## src/rtl/lsb_mem_pkg.sv

```systemverilog
// Shared definitions for the data-memory access stage: FSM states, request
// field positions, funct3 encodings and the IO window default.
package lsb_mem_pkg;

    typedef enum logic [1:0] {
        IDLE = 2'd0,
        WAIT = 2'd1,
        XFER = 2'd2
    } state_e;

    localparam int OP_VALID_BIT = 4;
    localparam int OP_STORE_BIT = 3;
    localparam int OP_F3_MSB    = 2;
    localparam int OP_F3_LSB    = 0;

    localparam logic [2:0] F3_LB  = 3'b000;
    localparam logic [2:0] F3_LH  = 3'b001;
    localparam logic [2:0] F3_LW  = 3'b010;
    localparam logic [2:0] F3_LBU = 3'b100;
    localparam logic [2:0] F3_LHU = 3'b101;
    localparam logic [2:0] F3_SB  = 3'b000;
    localparam logic [2:0] F3_SH  = 3'b001;
    localparam logic [2:0] F3_SW  = 3'b010;

    localparam logic [31:0] IO_BASE_DEFAULT = 32'h0003_0000;
    localparam int          IO_SPAN_DEFAULT = 8;

    // Number of bytes moved for a given funct3 (1, 2 or 4).
    function automatic logic [2:0] access_len(input logic [2:0] funct3);
        case (funct3[1:0])
            2'b00:   access_len = 3'd1;
            2'b01:   access_len = 3'd2;
            default: access_len = 3'd4;
        endcase
    endfunction

endpackage

```

## src/rtl/ls_extend.sv

```systemverilog
// Sign/zero extension of little-endian raw bytes to a 32-bit load result.
// Bytes above the access width are ignored.
module ls_extend
    import lsb_mem_pkg::*;
(
    input  logic [2:0]  funct3_i,
    input  logic [31:0] raw_i,
    output logic [31:0] result_o
);

    always_comb begin
        result_o = raw_i;
        case (funct3_i[1:0])
            2'b00: begin
                if (funct3_i[2]) result_o = {24'b0, raw_i[7:0]};
                else             result_o = {{24{raw_i[7]}}, raw_i[7:0]};
            end
            2'b01: begin
                if (funct3_i[2]) result_o = {16'b0, raw_i[15:0]};
                else             result_o = {{16{raw_i[15]}}, raw_i[15:0]};
            end
            default: result_o = raw_i;
        endcase
    end

endmodule

```

## src/rtl/lsb_mem_unit.sv

```systemverilog
// Byte-serial load/store engine between the load/store buffer and the shared
// 8-bit RAM port; owns the RAM bus from grant until the last byte.
module lsb_mem_unit
    import lsb_mem_pkg::*;
#(
    parameter logic [31:0] IO_BASE = IO_BASE_DEFAULT,
    parameter int          IO_SPAN = IO_SPAN_DEFAULT
) (
    input  logic        clk,
    input  logic        rst,
    input  logic        rdy,
    input  logic [4:0]  oprand,
    input  logic [31:0] addr,
    input  logic [31:0] data,
    input  logic        flush,
    output logic [1:0]  ready,
    output logic [31:0] mem_data,
    output logic        bus_req,
    input  logic        bus_grant,
    input  logic [7:0]  mem_din,
    output logic [7:0]  mem_dout,
    output logic [31:0] mem_a,
    output logic        mem_wr,
    input  logic        io_buffer_full
);

    state_e      state_q;
    logic        store_q;
    logic [2:0]  funct3_q;
    logic [31:0] addr_q;
    logic [31:0] data_q;
    logic [2:0]  cnt_q;
    logic [31:0] result_q;
    logic [1:0]  ready_q;
    logic [31:0] mem_data_q;
    logic        bus_req_q;
    logic [31:0] mem_a_q;
    logic [7:0]  mem_dout_q;
    logic        mem_wr_q;

    logic [2:0]  len_d;
    logic [1:0]  last_idx_d;
    logic [2:0]  cnt_inc_d;
    logic [1:0]  prev_idx_d;
    logic [31:0] addr_inc_d;
    logic        io_stall_d;
    logic        req_valid_d;
    logic        req_store_d;
    logic [31:0] load_raw_d;
    logic [31:0] load_ext_d;

    assign len_d       = access_len(funct3_q);
    assign last_idx_d  = len_d[1:0] - 2'd1;
    assign cnt_inc_d   = cnt_q + 3'd1;
    assign prev_idx_d  = cnt_q[1:0] - 2'd1;
    assign addr_inc_d  = addr_q + {29'b0, cnt_inc_d};
    assign req_valid_d = oprand[OP_VALID_BIT];
    assign req_store_d = oprand[OP_STORE_BIT];
    // Offset compare keeps the window test correct even if IO_BASE+IO_SPAN wraps.
    assign io_stall_d  = store_q && ((addr_q - IO_BASE) < 32'(IO_SPAN)) && io_buffer_full;

    // The final byte bypasses result_q so the result is ready on the done edge.
    generate
        for (genvar gi = 0; gi < 4; gi++) begin : g_raw
            assign load_raw_d[8*gi +: 8] = (last_idx_d == 2'(gi)) ? mem_din
                                                                   : result_q[8*gi +: 8];
        end
    endgenerate

    ls_extend u_extend (
        .funct3_i (funct3_q),
        .raw_i    (load_raw_d),
        .result_o (load_ext_d)
    );

    always_ff @(posedge clk or posedge rst) begin
        if (rst) begin
            state_q    <= IDLE;
            store_q    <= 1'b0;
            funct3_q   <= 3'b0;
            addr_q     <= 32'b0;
            data_q     <= 32'b0;
            cnt_q      <= 3'b0;
            result_q   <= 32'b0;
            ready_q    <= 2'b01;
            mem_data_q <= 32'b0;
            bus_req_q  <= 1'b0;
            mem_a_q    <= 32'b0;
            mem_dout_q <= 8'b0;
            mem_wr_q   <= 1'b0;
        end else if (rdy) begin
            case (state_q)
                IDLE: begin
                    ready_q <= 2'b01;
                    // Stores are already committed, so a flush cannot cancel them.
                    if (req_valid_d && (req_store_d || !flush)) begin
                        store_q   <= req_store_d;
                        funct3_q  <= oprand[OP_F3_MSB:OP_F3_LSB];
                        addr_q    <= addr;
                        data_q    <= data;
                        bus_req_q <= 1'b1;
                        ready_q   <= 2'b00;
                        state_q   <= WAIT;
                    end
                end
                WAIT: begin
                    if (flush && !store_q) begin
                        state_q   <= IDLE;
                        bus_req_q <= 1'b0;
                        mem_wr_q  <= 1'b0;
                        ready_q   <= 2'b01;
                    end else if (bus_grant && !io_stall_d) begin
                        mem_a_q    <= addr_q;
                        mem_wr_q   <= store_q;
                        mem_dout_q <= data_q[7:0];
                        cnt_q      <= 3'd0;
                        result_q   <= 32'b0;
                        state_q    <= XFER;
                    end
                end
                XFER: begin
                    if (flush && !store_q) begin
                        state_q   <= IDLE;
                        bus_req_q <= 1'b0;
                        mem_wr_q  <= 1'b0;
                        ready_q   <= 2'b01;
                    end else if (store_q) begin
                        if (cnt_q == len_d - 3'd1) begin
                            mem_wr_q   <= 1'b0;
                            ready_q    <= 2'b11;
                            mem_data_q <= 32'b0;
                            bus_req_q  <= 1'b0;
                            state_q    <= IDLE;
                        end else begin
                            cnt_q      <= cnt_inc_d;
                            mem_a_q    <= addr_inc_d;
                            mem_dout_q <= data_q[8*cnt_inc_d[1:0] +: 8];
                        end
                    end else begin
                        // Load: address k goes out at count k, its byte returns two edges later.
                        if (cnt_q == len_d) begin
                            ready_q    <= 2'b11;
                            mem_data_q <= load_ext_d;
                            bus_req_q  <= 1'b0;
                            state_q    <= IDLE;
                        end else begin
                            cnt_q <= cnt_inc_d;
                            if (cnt_inc_d < len_d) mem_a_q <= addr_inc_d;
                            if (cnt_q != 3'd0) result_q[8*prev_idx_d +: 8] <= mem_din;
                        end
                    end
                end
                default: begin
                    state_q   <= IDLE;
                    bus_req_q <= 1'b0;
                    mem_wr_q  <= 1'b0;
                    ready_q   <= 2'b01;
                end
            endcase
        end
    end

    assign ready    = ready_q;
    assign mem_data = mem_data_q;
    assign bus_req  = bus_req_q;
    assign mem_a    = mem_a_q;
    assign mem_dout = mem_dout_q;
    assign mem_wr   = mem_wr_q;

endmodule

```

## config.mk

```make
export PLATFORM = sky130hd
export DESIGN_NAME = lsb_mem_unit
export DESIGN_NICKNAME = d
export VERILOG_FILES = /design/src/rtl/lsb_mem_pkg.sv /design/src/rtl/ls_extend.sv /design/src/rtl/lsb_mem_unit.sv
export SDC_FILE = /design/constraint.sdc
export NUM_CORES = 1
export LEC_CHECK = 0
export ABC_CLOCK_PERIOD_IN_PS = 8500
export CAP_MARGIN = 0
export CORE_MARGIN = 2
export CORE_UTILIZATION = 52
export DETAILED_ROUTE_END_ITERATION = 10
export PLACE_DENSITY_LB_ADDON = 0.2
export SLEW_MARGIN = 20
export SYNTH_ARGS = -nofsm -noshare
export SYNTH_HDL_FRONTEND = slang
export SYNTH_SLANG_ARGS = --single-unit
```

## constraint.sdc

```tcl
create_clock -name clk -period 8.5 [get_ports clk]
set_clock_uncertainty 0.1 [all_clocks]
set_input_delay 2.55 -clock clk [delete_from_list [all_inputs] [get_ports clk]]
set_output_delay 2.55 -clock clk [all_outputs]
set_load 0.02 [all_outputs]
```

# == Word level (Yosys, flattened, before mapping) ==
# Index checks and enable logic that the tools add are counted.
# word_totals
inputBits,83
word_cells,146
out_inout_bits,76
ff_bits,181
# op_classes
add_sub_neg,7
magnitude_cmp,2
n_shift,3
mux,67
eq_ne,27
bitwise,2
reduce_logical,25
# ops
operator,count
32-bit two-way mux,18
32-bit case mux with 2 select lines,3
8-bit two-way mux,9
5-bit negation with 34-bit output,1
8-bit by 34-bit variable shift with 32-bit output (first input constant),1
8-bit by 34-bit variable part select with 32-bit output,1
32-bit by 3-bit adder with 32-bit output,1
32-bit bitwise mux,1
32-bit by 4-bit < comparator with 1-bit output (second input constant),1
32-bit by 6-bit variable part select with 8-bit output,1
32-bit by 18-bit subtractor with 32-bit output (second input constant),1
2-bit two-way mux,12
2-bit inequality test (second input constant),10
5-bit AND reduction,4
3-bit two-way mux,6
3-bit inequality test (second input constant),6
8-bit case mux with 2 select lines,1
8-bit AND reduction,2
7-bit AND reduction,2
2-bit case mux with 3 select lines,2
3-bit case mux with 2 select lines,2
1-bit two-way mux,11
4-bit inequality test (second input constant),2
2-bit by 1-bit == test with 1-bit output (second input constant),3
other kinds (17),32

# == Depth between registers and ports, before layout ==
# Gate-level depths: netlist of run 1.
# logic_depth
ltp_word,9
mapped_depth,12
mapped_depth_nobuf,9

# == Modules after synthesis ==
# From an unflattened synthesis of run 1, not the netlist that was laid out.
# unflattened
hier_cells,772
area_unflattened_um2,9187.6
# modules_own_cells
mod,area_each_um2,cells_per_inst,seq_area_each_um2,n_inst
lsb_mem_unit,8832.2,705,4530.6,1
ls_extend,355.3,67,0.0,1

# == Worst setup path before layout of run 1 ==
# Ideal clock, no wire load.
# synth_timing
path_kind,input -> register
start,input rdy
end,register data_q[10]
t_arrival_ns,3.995
setup_time_ns,0.125
path_slack_ns,4.280
path_buffers,2
t_required_ns,8.275
stages,5
path_cell_list,clkbuf_1 > o211ai_1 > nor3_2 > clkbuf_1 > mux2_2
# synth_between
elab_chain_len,1
# synth_lines
item,line,rtl
from (decl),lsb_mem_unit.sv:11,"input logic rdy,"
3-bit AND reduction (no source line),-,
to (signal assigned),lsb_mem_unit.sv:100,data_q <= data;
to (decl),lsb_mem_unit.sv:31,logic [31:0] data_q;
# Every way passes these cells.
# A chain may end at the register's enable or synchronous reset.

# == Worst setup path after layout of run 1 ==
# layout_timing
start,input rdy
end,register data_q[4]
# The elaborated chain is that of the path after synthesis.

==> results of run 1 <==
## worst max path at each step
stage / slack [ps] / start / to / cells after the start
3_3_place_gp: 3200 / rdy / data_q[22] / 5
6_report: 3470 / rdy / data_q[4] / 5
4_1_cts: 3520 / rdy / data_q[4] / 5
3_5_place_dp: 3090 / rdy / data_q[4] / 5
5_1_grt: 3330 / rdy / data_q[14] / 5
2_1_floorplan: 1160 / rst / addr_q[0] / 1
## cell type report
class	count	area [um2]
multi-input cells	497	3573
fillers	1113	4669
inverters	12	50.05
clock buffers	21	470.5
repair buffers	162	1612
diodes	1	2.502
flip-flops and latches	173	4330
clock inverters	11	259.0
well taps	188	235.2
## sequential cells by signal (all words and copies together) (netlist names)
| name | cells |
|---|---|
| addr_q | 32 |
| mem_data | 32 |
| store_q | 1 |
| state_q | 2 |
| mem_dout | 8 |
| cnt_q | 3 |
| ready | 2 |
| mem_a | 32 |
| funct3_q | 3 |
| data_q | 32 |
| result_q | 24 |
| bus_req | 1 |
| mem_wr | 1 |
## power groups by stage
stage,clock [mW],sequential [mW],combinational (mW)
after detailed placement,0,1.47,1.63
after CTS,0.958,1.46,1.64
final,0.945,1.46,1.63
after global placement,0,1.44,1.58
after floorplan,0,1.56,0.915
after global routing,0.995,1.51,1.78
## placed cells by master (no fill, tap or decap), types with 3 or more instances in the layout
master,Yosys,routed
and3_1,7,7
nand4_1,9,9
nand2_1,66,66
a31oi_1,7,7
xor2_1,12,12
a21oi_1,38,38
nor2_1,66,66
dfrtp_1,172,172
buf_4,0,4
a21o_1,5,5
a21oi_2,4,4
a22o_1,24,24
o221ai_1,8,8
o31ai_1,23,23
inv_1,12,11
o22ai_1,10,9
nand3_1,9,8
o21ai_1,5,5
nand2b_1,4,4
clkdlybuf4s50_1,0,158
ha_1,11,11
nor2b_1,4,4
clkbuf_8,0,3
mux2i_1,10,10
nor4_1,4,4
xnor2_1,20,20
nor4b_1,3,3
nor3_1,3,3
mux2_1,6,6
clkbuf_16,0,17
nor3_2,8,7
bufinv_16,0,8
mux2_2,79,79
o21ai_0,27,27
## cell usage after synthesis (all sizes together), types with 12 or more instances
library cell and n:
dfrtp 172, inv 12, o21ai 32, o31ai 23
xor2 12, xnor2 20, mux2 85, nor2 66
nand2 66, a21oi 42, a22o 24, clkbuf 31
## cell families after synthesis
logic type                 share of synthesized area, %
xor gates and xnor gates                          3.466
adders and majority gates                         1.950
and+or+nand+nor                                   12.33
AOI/OAI and AO/OA                                 12.97
muxes                                             13.08
DFF                                               53.56
buffers and inverters                             2.646
## stage by stage
stage	instances	cell area (um2)
2_1_floorplan	723	8085
3_3_place_gp	1032	9793
3_5_place_dp	1032	9793
4_1_cts	1064	10520
5_1_grt	1064	10530
6_report	1065	10530
## tightest hold or removal path, stage by stage (launching register included)
cell,delay (ps)
dfstp_2,370
inv_1,40
a21oi_1,50
## metal layers
layer | vias up | global-route usage, %
li1 | 2878 | -
met1 | 2981 | 32.84
met2 | 199 | 37.91
met3 | 40 | 5.946
met4 | 0 | 10.29
met5 | - | 0
==> out/summary.txt, run 1 <==
CTS tree - done
Post-Syn Area per Cell - 11.18 um2
met1 WL - 8.453 mm
Core Box Area - 15200 um2
WHS Path Cells - 2
routed wl met2 - 9.220 mm
Int Pwr - 2.582 mW
nets@finish - 958
RR Startpoint - cnt_q[0]
hold buffer count at CTS - 0
Die Height - 128.7 um
switching power - 1.451 mW
htree depth - 4
share of layout cells above drive strength 1 - 15.64%
reg2reg path depth - 9
Syn Std Cell Area - 8085 um2
placed wire-length estimate - 13.59 mm
IO Pins - 159
Place WS - 3093 ps
worst-case clock buffer depth - 2
first-pass GRT wire length - 31.24 mm
Final Hold Viols - 0
Syn-to-layout area delta - 30.27%
Total GRT Usage - 24.34%
clock slew at reported path FFs - 60 ps
Hold WC Path Type - reg2reg
Final setup viols - 0
largest net degree at the start of global routing - 101
CP cell instances - clkdlybuf4s50_1 > o211ai_1 > nor3_4 > buf_4 > mux2_2
met3 WL post-DR - 1.128 mm
PwrDens - 382.9 nW/um2
Peak supply drop - 0.0002125 V
row count - 45
Warnings, synthesis - 0
TritonCTS Buffers - 17
setup TNS - 0 ps
WS Path Type - in2reg
final period utilization - 59.16%
RSZ-0062 raised after global routing - false
crit start category - input port
Cells after Synth - 723
Final ANT Viol Nets - 0
Worst Path Buf+Inv - 2
run status - complete, no violations
Synth Flop Type - dfrtp_1
Yosys reg bits - 173
Port-buffer cells - 158
crit path time final - 5028 ps
Top delay family on crit path - buffers and inverters
Cell variety after synth - 53
WHS - 372.0 ps
top cell type's share of synthesized area - 53.23%
max-slew violation count - 0
Skew-Pair Late Insertion Delay - 430 ps
Die ar. - 16560 um2
Worst Path Required - 8710 ps
routability congestion estimate - 0.8484
vias per inst - 5.726
vias in the first global route - 6161
Power Total - 4.032 mW
Worst R2R Setup Slack - 4500 ps
Initial DRC Count - 415
total length of routed wires - 19.32 mm
drt pass-1 iters - 5
clock share of power - 23.4%
LEAKAGE - 4.358 nW
Clock Tree Root - clkbuf_16
reg2reg end - mem_a[14]
Max Cap Viol - 0
CP max-delay cell - buf_4
Starting Density - 53.19%
Gate power share - 40.4%
via count - 6098
ys async rst share - 100.0%
Util after Layout - 69.28%
min-delay src - ready[0]
Setup Buffers After CTS - 0
Max Used Layer - met4
sequential power share - 36.2%
Post-synth EDFFs - 0
clock sink total - 173
end point of the worst hold path - ready[0]
Sw Share - 35.98%
Overflow after GRT - 0
initial antenna violation count - 1
CTS-repair resized insts - 0
Worst setup EP type - register
Arr. time, crit path - 5240 ps
Die X - 128.7 um
Wirelength per Cell - 18.14 um
Residual DRC - 0
fmax - 198.9 MHz
cell taking the most area after synthesis - dfrtp_1
post-synthesis sequential area ratio - 53.56%
crit-path max FO - 55
Worst slew margin - 29.76%
PnR worst setup slack - 3472 ps
Worst-Margin Slew - 1050 ps
max incr delay on CP - 690 ps
synthesized net count - 818
largest cells by area after synthesis - dfrtp_1, mux2_2, nand2_1, nor2_1, a22o_1
Note: power is estimated with default switching activity, not from simulation.
==> inputs of run 2 (changes only) <==
--- a/config.mk
+++ b/config.mk
@@ -5,7 +5,7 @@
 export SDC_FILE = /design/constraint.sdc
 export NUM_CORES = 1
 export LEC_CHECK = 0
-export ABC_CLOCK_PERIOD_IN_PS = 8500
+export ABC_CLOCK_PERIOD_IN_PS = 5200
 export CAP_MARGIN = 0
 export CORE_MARGIN = 2
 export CORE_UTILIZATION = 52
==> constraint.sdc (replaced) <==
create_clock -name clk -period 5.2 [get_ports clk]
set_clock_uncertainty 0.1 [all_clocks]
set_input_delay 1.56 -clock clk [delete_from_list [all_inputs] [get_ports clk]]
set_output_delay 1.56 -clock clk [all_outputs]
set_load 0.02 [all_outputs]
==> out/summary.txt, run 2 (synthesized netlist as in run 1, its figures left out) <==
CTS-repair resized insts - 0 (unchanged)
WHS Path Cells - 2 (unchanged)
Arr. time, crit path - 3900 ps (-1340 ps)
Setup Buffers After CTS - 0 (unchanged)
clock slew at reported path FFs - 60 ps (about the same)
max-slew violation count - 0 (unchanged)
Util after Layout - 68.98% (-0.30 points)
fmax - 273.2 MHz
crit path time final - 3660 ps
Skew-Pair Late Insertion Delay - 430 ps (about the same)
Overflow after GRT - 0 (unchanged)
Die Height - 128.7 um (unchanged)
vias in the first global route - 6152 (-0.15%)
largest net degree at the start of global routing - 72 (-29%)
first-pass GRT wire length - 31.21 mm (-0.11%)
nets@finish - 963 (+0.52%)
Starting Density - 53.19% (unchanged)
share of layout cells above drive strength 1 - 16.12% (+0.48 points)
commonest non-fill, non-tap cells in the layout - dfrtp_1, clkdlybuf4s50_1, mux2_2
total length of routed wires - 19.26 mm (-0.30%)
CTS tree - done
reg2reg path depth - 10 (+1)
crit-path max FO - 39 (-29%)
RSZ-0062 raised after global routing - false
Worst setup EP type - register
final period utilization - 70.39%
Reg area - 4330 um2 (unchanged)
htree depth - 4 (unchanged)
Die ar. - 16560 um2 (unchanged)
Port-buffer cells - 158 (unchanged)
Worst Path Required - 5440 ps (-3270 ps)
Peak supply drop - 0.0003238 V (+52%)
IO Pins - 159 (unchanged)
end point of the worst hold path - ready[0]
LEAKAGE - 4.339 nW (-0.45%)
Wirelength per Cell - 18.02 um (-0.67%)
Core Box Area - 15200 um2 (unchanged)
worst-case clock buffer depth - 2 (unchanged)
TritonCTS Buffers - 17 (unchanged)
Worst slew margin - 34.89% (+5.1 points)
Total GRT Usage - 24.09% (-0.25 points)
initial antenna violation count - 0 (-1)
leading cell type in the layout, fill and taps excluded - dfrtp_1
Clock Tree Root - clkbuf_16
Final setup viols - 0 (unchanged)
Die X - 128.7 um (unchanged)
vias per inst - 5.748 (+0.39%)
Antenna diodes - 0 (-1)
reg2reg end - mem_a[0]
run status - complete, no violations
Residual DRC - 0 (unchanged)
RR Startpoint - cnt_q[0]
PwrDens - 610.7 nW/um2 (+60%)
Final Hold Viols - 0 (unchanged)
drt pass-1 iters - 5 (unchanged)
area of the multi-input gates - 3566 um2 (-0.21%)
Worst R2R Setup Slack - 1650 ps (-2850 ps)
crit start category - input port
row count - 45 (unchanged)
hold buffer count at CTS - 0 (unchanged)
Worst-Margin Slew - 976.7 ps (-73.07 ps)
WS Path Type - in2reg
Syn-to-layout area delta - 29.70%
min-delay src - ready[0]
Hold WC Path Type - reg2reg
Final ANT Viol Nets - 0 (unchanged)
clock sink total - 173 (unchanged)
routability congestion estimate - 0.8660 (+2.1%)
Max Cap Viol - 0 (unchanged)
Fillers - 1098 (-1.3%)
setup TNS - 0 ps (unchanged)
via count - 6145 (+0.77%)
Initial DRC Count - 393 (-5.3%)
placed wire-length estimate - 13.61 mm (+0.16%)
[run 2: cell types whose count changed in the layout (fill, tap and decap cells not counted), sizes merged]
| cell | before | now |
|---|---|---|
| clkbuf | 21 | 22 |
| clkinv | 3 | 5 |
| bufinv | 8 | 3 |
| buf | 4 | 9 |
| clkinvlp | 0 | 2 |
| diode | 1 | 0 |
[run 2: area by class of cell]
type | count | share of cell area, %
clock inverter | 10 | 1.289
multi-input combinational | 497 | 34.01
sequential | 173 | 41.30
clock buffer | 22 | 4.618
timing repair buffer | 167 | 16.08
tap | 188 | 2.243
inverter | 12 | 0.4653
[run 2: through the flow]
| stage | hold slack, ps | setup slack, ps | power (mW) | area (um2) | instances |
|---|---|---|---|---|---|
| 2_1_floorplan | 352.2 | 1330 | 4.046 | 8089 | 723 |
| 3_3_place_gp | 349.2 | 1158 | 4.981 | 9867 | 1037 |
| 3_5_place_dp | 361.7 | 1087 | 5.093 | 9867 | 1037 |
| 4_1_cts | 372.4 | 1529 | 6.433 | 10490 | 1069 |
| 5_1_grt | 402.0 | 1280 | 6.806 | 10490 | 1069 |
| 6_report | 373.9 | 1540 | 6.404 | 10490 | 1069 |
[run 2: layer usage]
metal | vias up | wire [um] | track usage (%)
met5 | - | 0 | 0
met2 | 181 | 9257 | 38.62
met3 | 31 | 1200 | 6.611
met1 | 3061 | 8409 | 31.80
met4 | 0 | 392 | 8.504
li1 | 2872 | - | -
[run 2: critical path: stages]
cell             delay, ps
clkdlybuf4s50_1        440
nand2b_1               210
o21ai_0                110
a21o_1                 240
o22ai_4                730
buf_4                  390
nor2_1                  70
a31oi_1                150
[run 2: how the worst max path moves through the flow]
stage                      from         to  slack (ps)
after CTS                   rdy   mem_a[0]        1530
after detailed placement    rdy   mem_a[0]        1090
after floorplan             rst  addr_q[0]        1330
final                     flush   mem_a[0]        1540
after global routing        rdy   mem_a[1]        1280
after global placement    flush   mem_a[1]        1160
[run 2: where the power goes]
part	total, mW	internal [mW]	leakage [nW]	switching (mW)
Combinational	2.68	1.31	1.88	1.37
Sequential	2.40	1.89	2.15	0.510
Clock	1.32	0.806	0.306	0.515
==> inputs of run 3 (changes only) <==
--- a/config.mk
+++ b/config.mk
@@ -5,7 +5,7 @@
 export SDC_FILE = /design/constraint.sdc
 export NUM_CORES = 1
 export LEC_CHECK = 0
-export ABC_CLOCK_PERIOD_IN_PS = 5200
+export ABC_CLOCK_PERIOD_IN_PS = 3700
 export CAP_MARGIN = 0
 export CORE_MARGIN = 2
 export CORE_UTILIZATION = 52
==> constraint.sdc (replaced) <==
create_clock -name clk -period 3.7 [get_ports clk]
set_clock_uncertainty 0.1 [all_clocks]
set_input_delay 1.11 -clock clk [delete_from_list [all_inputs] [get_ports clk]]
set_output_delay 1.11 -clock clk [all_outputs]
set_load 0.02 [all_outputs]
==> out/summary.txt, run 3 (synthesized netlist as in run 1, its figures left out) <==
run status - complete, no violations
crit path time final - 3020 ps
crit start category - register
reg2reg end - mem_a[24]
vias per inst - 5.725 (-0.40%)
Final Cell Area - 10490 um2 (about the same)
nets@finish - 968 (+0.52%)
Final setup viols - 0 (unchanged)
initial antenna violation count - 0 (unchanged)
clock sink total - 173 (unchanged)
crit-path max FO - 36 (-7.7%)
Wirelength per Cell - 18.24 um (+1.3%)
Overflow after GRT - 0 (unchanged)
IO Pins - 159 (unchanged)
Setup Buffers After CTS - 0 (unchanged)
clock slew at reported path FFs - 70 ps (about the same)
LEAKAGE - 4.343 nW (+0.11%)
Worst R2R Setup Slack - 680 ps (-970 ps)
Hold WC Path Type - reg2reg
Die X - 128.7 um (unchanged)
Antenna diodes - 0 (unchanged)
min-delay src - ready[0]
Place WS - 337.9 ps (-748.7 ps)
Die ar. - 16560 um2 (unchanged)
TritonCTS Buffers - 17 (unchanged)
setup TNS - 0 ps (unchanged)
routability congestion estimate - 0.8442 (-2.5%)
Core Box Area - 15200 um2 (unchanged)
RSZ-0062 raised after global routing - false
Final Hold Viols - 0 (unchanged)
Residual DRC - 0 (unchanged)
Clock Tree Root - clkbuf_16
Starting Density - 53.19% (unchanged)
row count - 45 (unchanged)
fmax - 331.1 MHz
Area after DPL - 9917 um2 (+0.51%)
WHS Path Cells - 2 (unchanged)
share of layout cells above drive strength 1 - 16.25% (+0.13 points)
Syn-to-layout area delta - 29.76% (about the same)
vias in the first global route - 6303 (+2.5%)
RR Startpoint - cnt_q[1]
Skew-Pair Late Insertion Delay - 430 ps (about the same)
max-slew violation count - 0 (unchanged)
M3 GR Usage - 5.613% (-1.0 points)
Worst-Margin Slew - 741.1 ps (-235.6 ps)
reg2reg path depth - 10 (unchanged)
commonest non-fill, non-tap cells in the layout - dfrtp_1, clkdlybuf4s50_1, mux2_2
Max Cap Viol - 0 (unchanged)
M1 GR Usage - 31.84% (+0.045 points)
CTS-repair resized insts - 0 (unchanged)
via count - 6149 (+0.065%)
largest net degree at the start of global routing - 71 (-1.4%)
Port-buffer cells - 158 (unchanged)
hold buffer count at CTS - 0 (unchanged)
Worst Path Required - 3950 ps (-1490 ps)
end point of the worst hold path - ready[0]
leading cell type in the layout, fill and taps excluded - dfrtp_1
Total GRT Usage - 24.21% (+0.12 points)
Worst slew margin - 50.60% (+16 points)
GRT Max-Usage Layer - met2
Initial DRC Count - 430 (+9.4%)
final period utilization - 81.63%
WS Path Type - reg2reg
PnR worst setup slack - 679.7 ps (-859.8 ps)
WHS - 365.5 ps (-8.386 ps)
worst-case clock buffer depth - 2 (unchanged)
Die Height - 128.7 um (unchanged)
PwrDens - 852.9 nW/um2 (+40%)
Final ANT Viol Nets - 0 (unchanged)
placed wire-length estimate - 14.04 mm (+3.2%)
Peak supply drop - 0.0005226 V (+61%)
met2 Track Usage GR - 39.65% (+1.0 points)
first-pass GRT wire length - 31.29 mm (+0.27%)
CTS tree - done
drt pass-1 iters - 5 (unchanged)
htree depth - 4 (unchanged)
Worst setup EP type - register
Arr. time, crit path - 3280 ps (-620 ps)
total length of routed wires - 19.59 mm (+1.7%)
==> run 3: changes by cell type in the layout (fill, tap and decap cells not counted), sizes merged <==
| cell | before | now |
|---|---|---|
| buf | 9 | 14 |
| inv | 12 | 11 |
| clkbuf | 22 | 24 |
| bufinv | 3 | 2 |
==> run 3: worst max-delay path: stages (launching register included) <==
cell and delay [ps]:
dfrtp_1 530, inv_1 130, ha_1 370, ha_1 300, nor2b_1 130, o21ai_0 180
a31oi_1 160, o22ai_4 580, buf_12 270, nor2_1 60, a21oi_1 120
==> run 3: where the power goes <==
group	leakage, nW	switching [mW]	internal, mW
Clock	0.284	0.709	1.04
Sequential	2.15	0.687	2.66
Combinational	1.91	1.97	1.87
==> run 3: layer usage <==
| layer | wire, um | up-vias |
|---|---|---|
| met2 | 9669 | 172 |
| met3 | 1063 | 28 |
| met4 | 363 | 0 |
| met1 | 8498 | 3059 |
| met5 | 0 | - |
| li1 | - | 2890 |
==> run 3: area by class of cell <==
class	instances	area (um2)
clock buffers	24	481.7
clock inverters	8	92.59
fillers	1143	4711
inverters	12	48.80
multi-input cells	497	3566
flip-flops and latches	173	4330
well taps	188	235.2
repair buffers	172	1737
==> run 3: worst max path at each step <==
| stage | from | to | cells past startpoint |
|---|---|---|---|
| after floorplan | rst | addr_q[0] | 1 |
| after global placement | io_buffer_full | result_q[17] | 7 |
| after CTS | cnt_q[1] | mem_a[24] | 10 |
| final | cnt_q[1] | mem_a[24] | 10 |
| after detailed placement | io_buffer_full | result_q[20] | 7 |
| after global routing | cnt_q[1] | mem_a[16] | 10 |
==> run 3: per-stage QoR <==
stage	cells	power (mW)	util, %
floorplan	723	5.687	-
global placement	1042	7.032	65.23
detailed placement	1042	7.214	65.23
CTS	1074	8.985	69.01
global route	1074	9.478	69.01
finish	1074	8.948	69.01
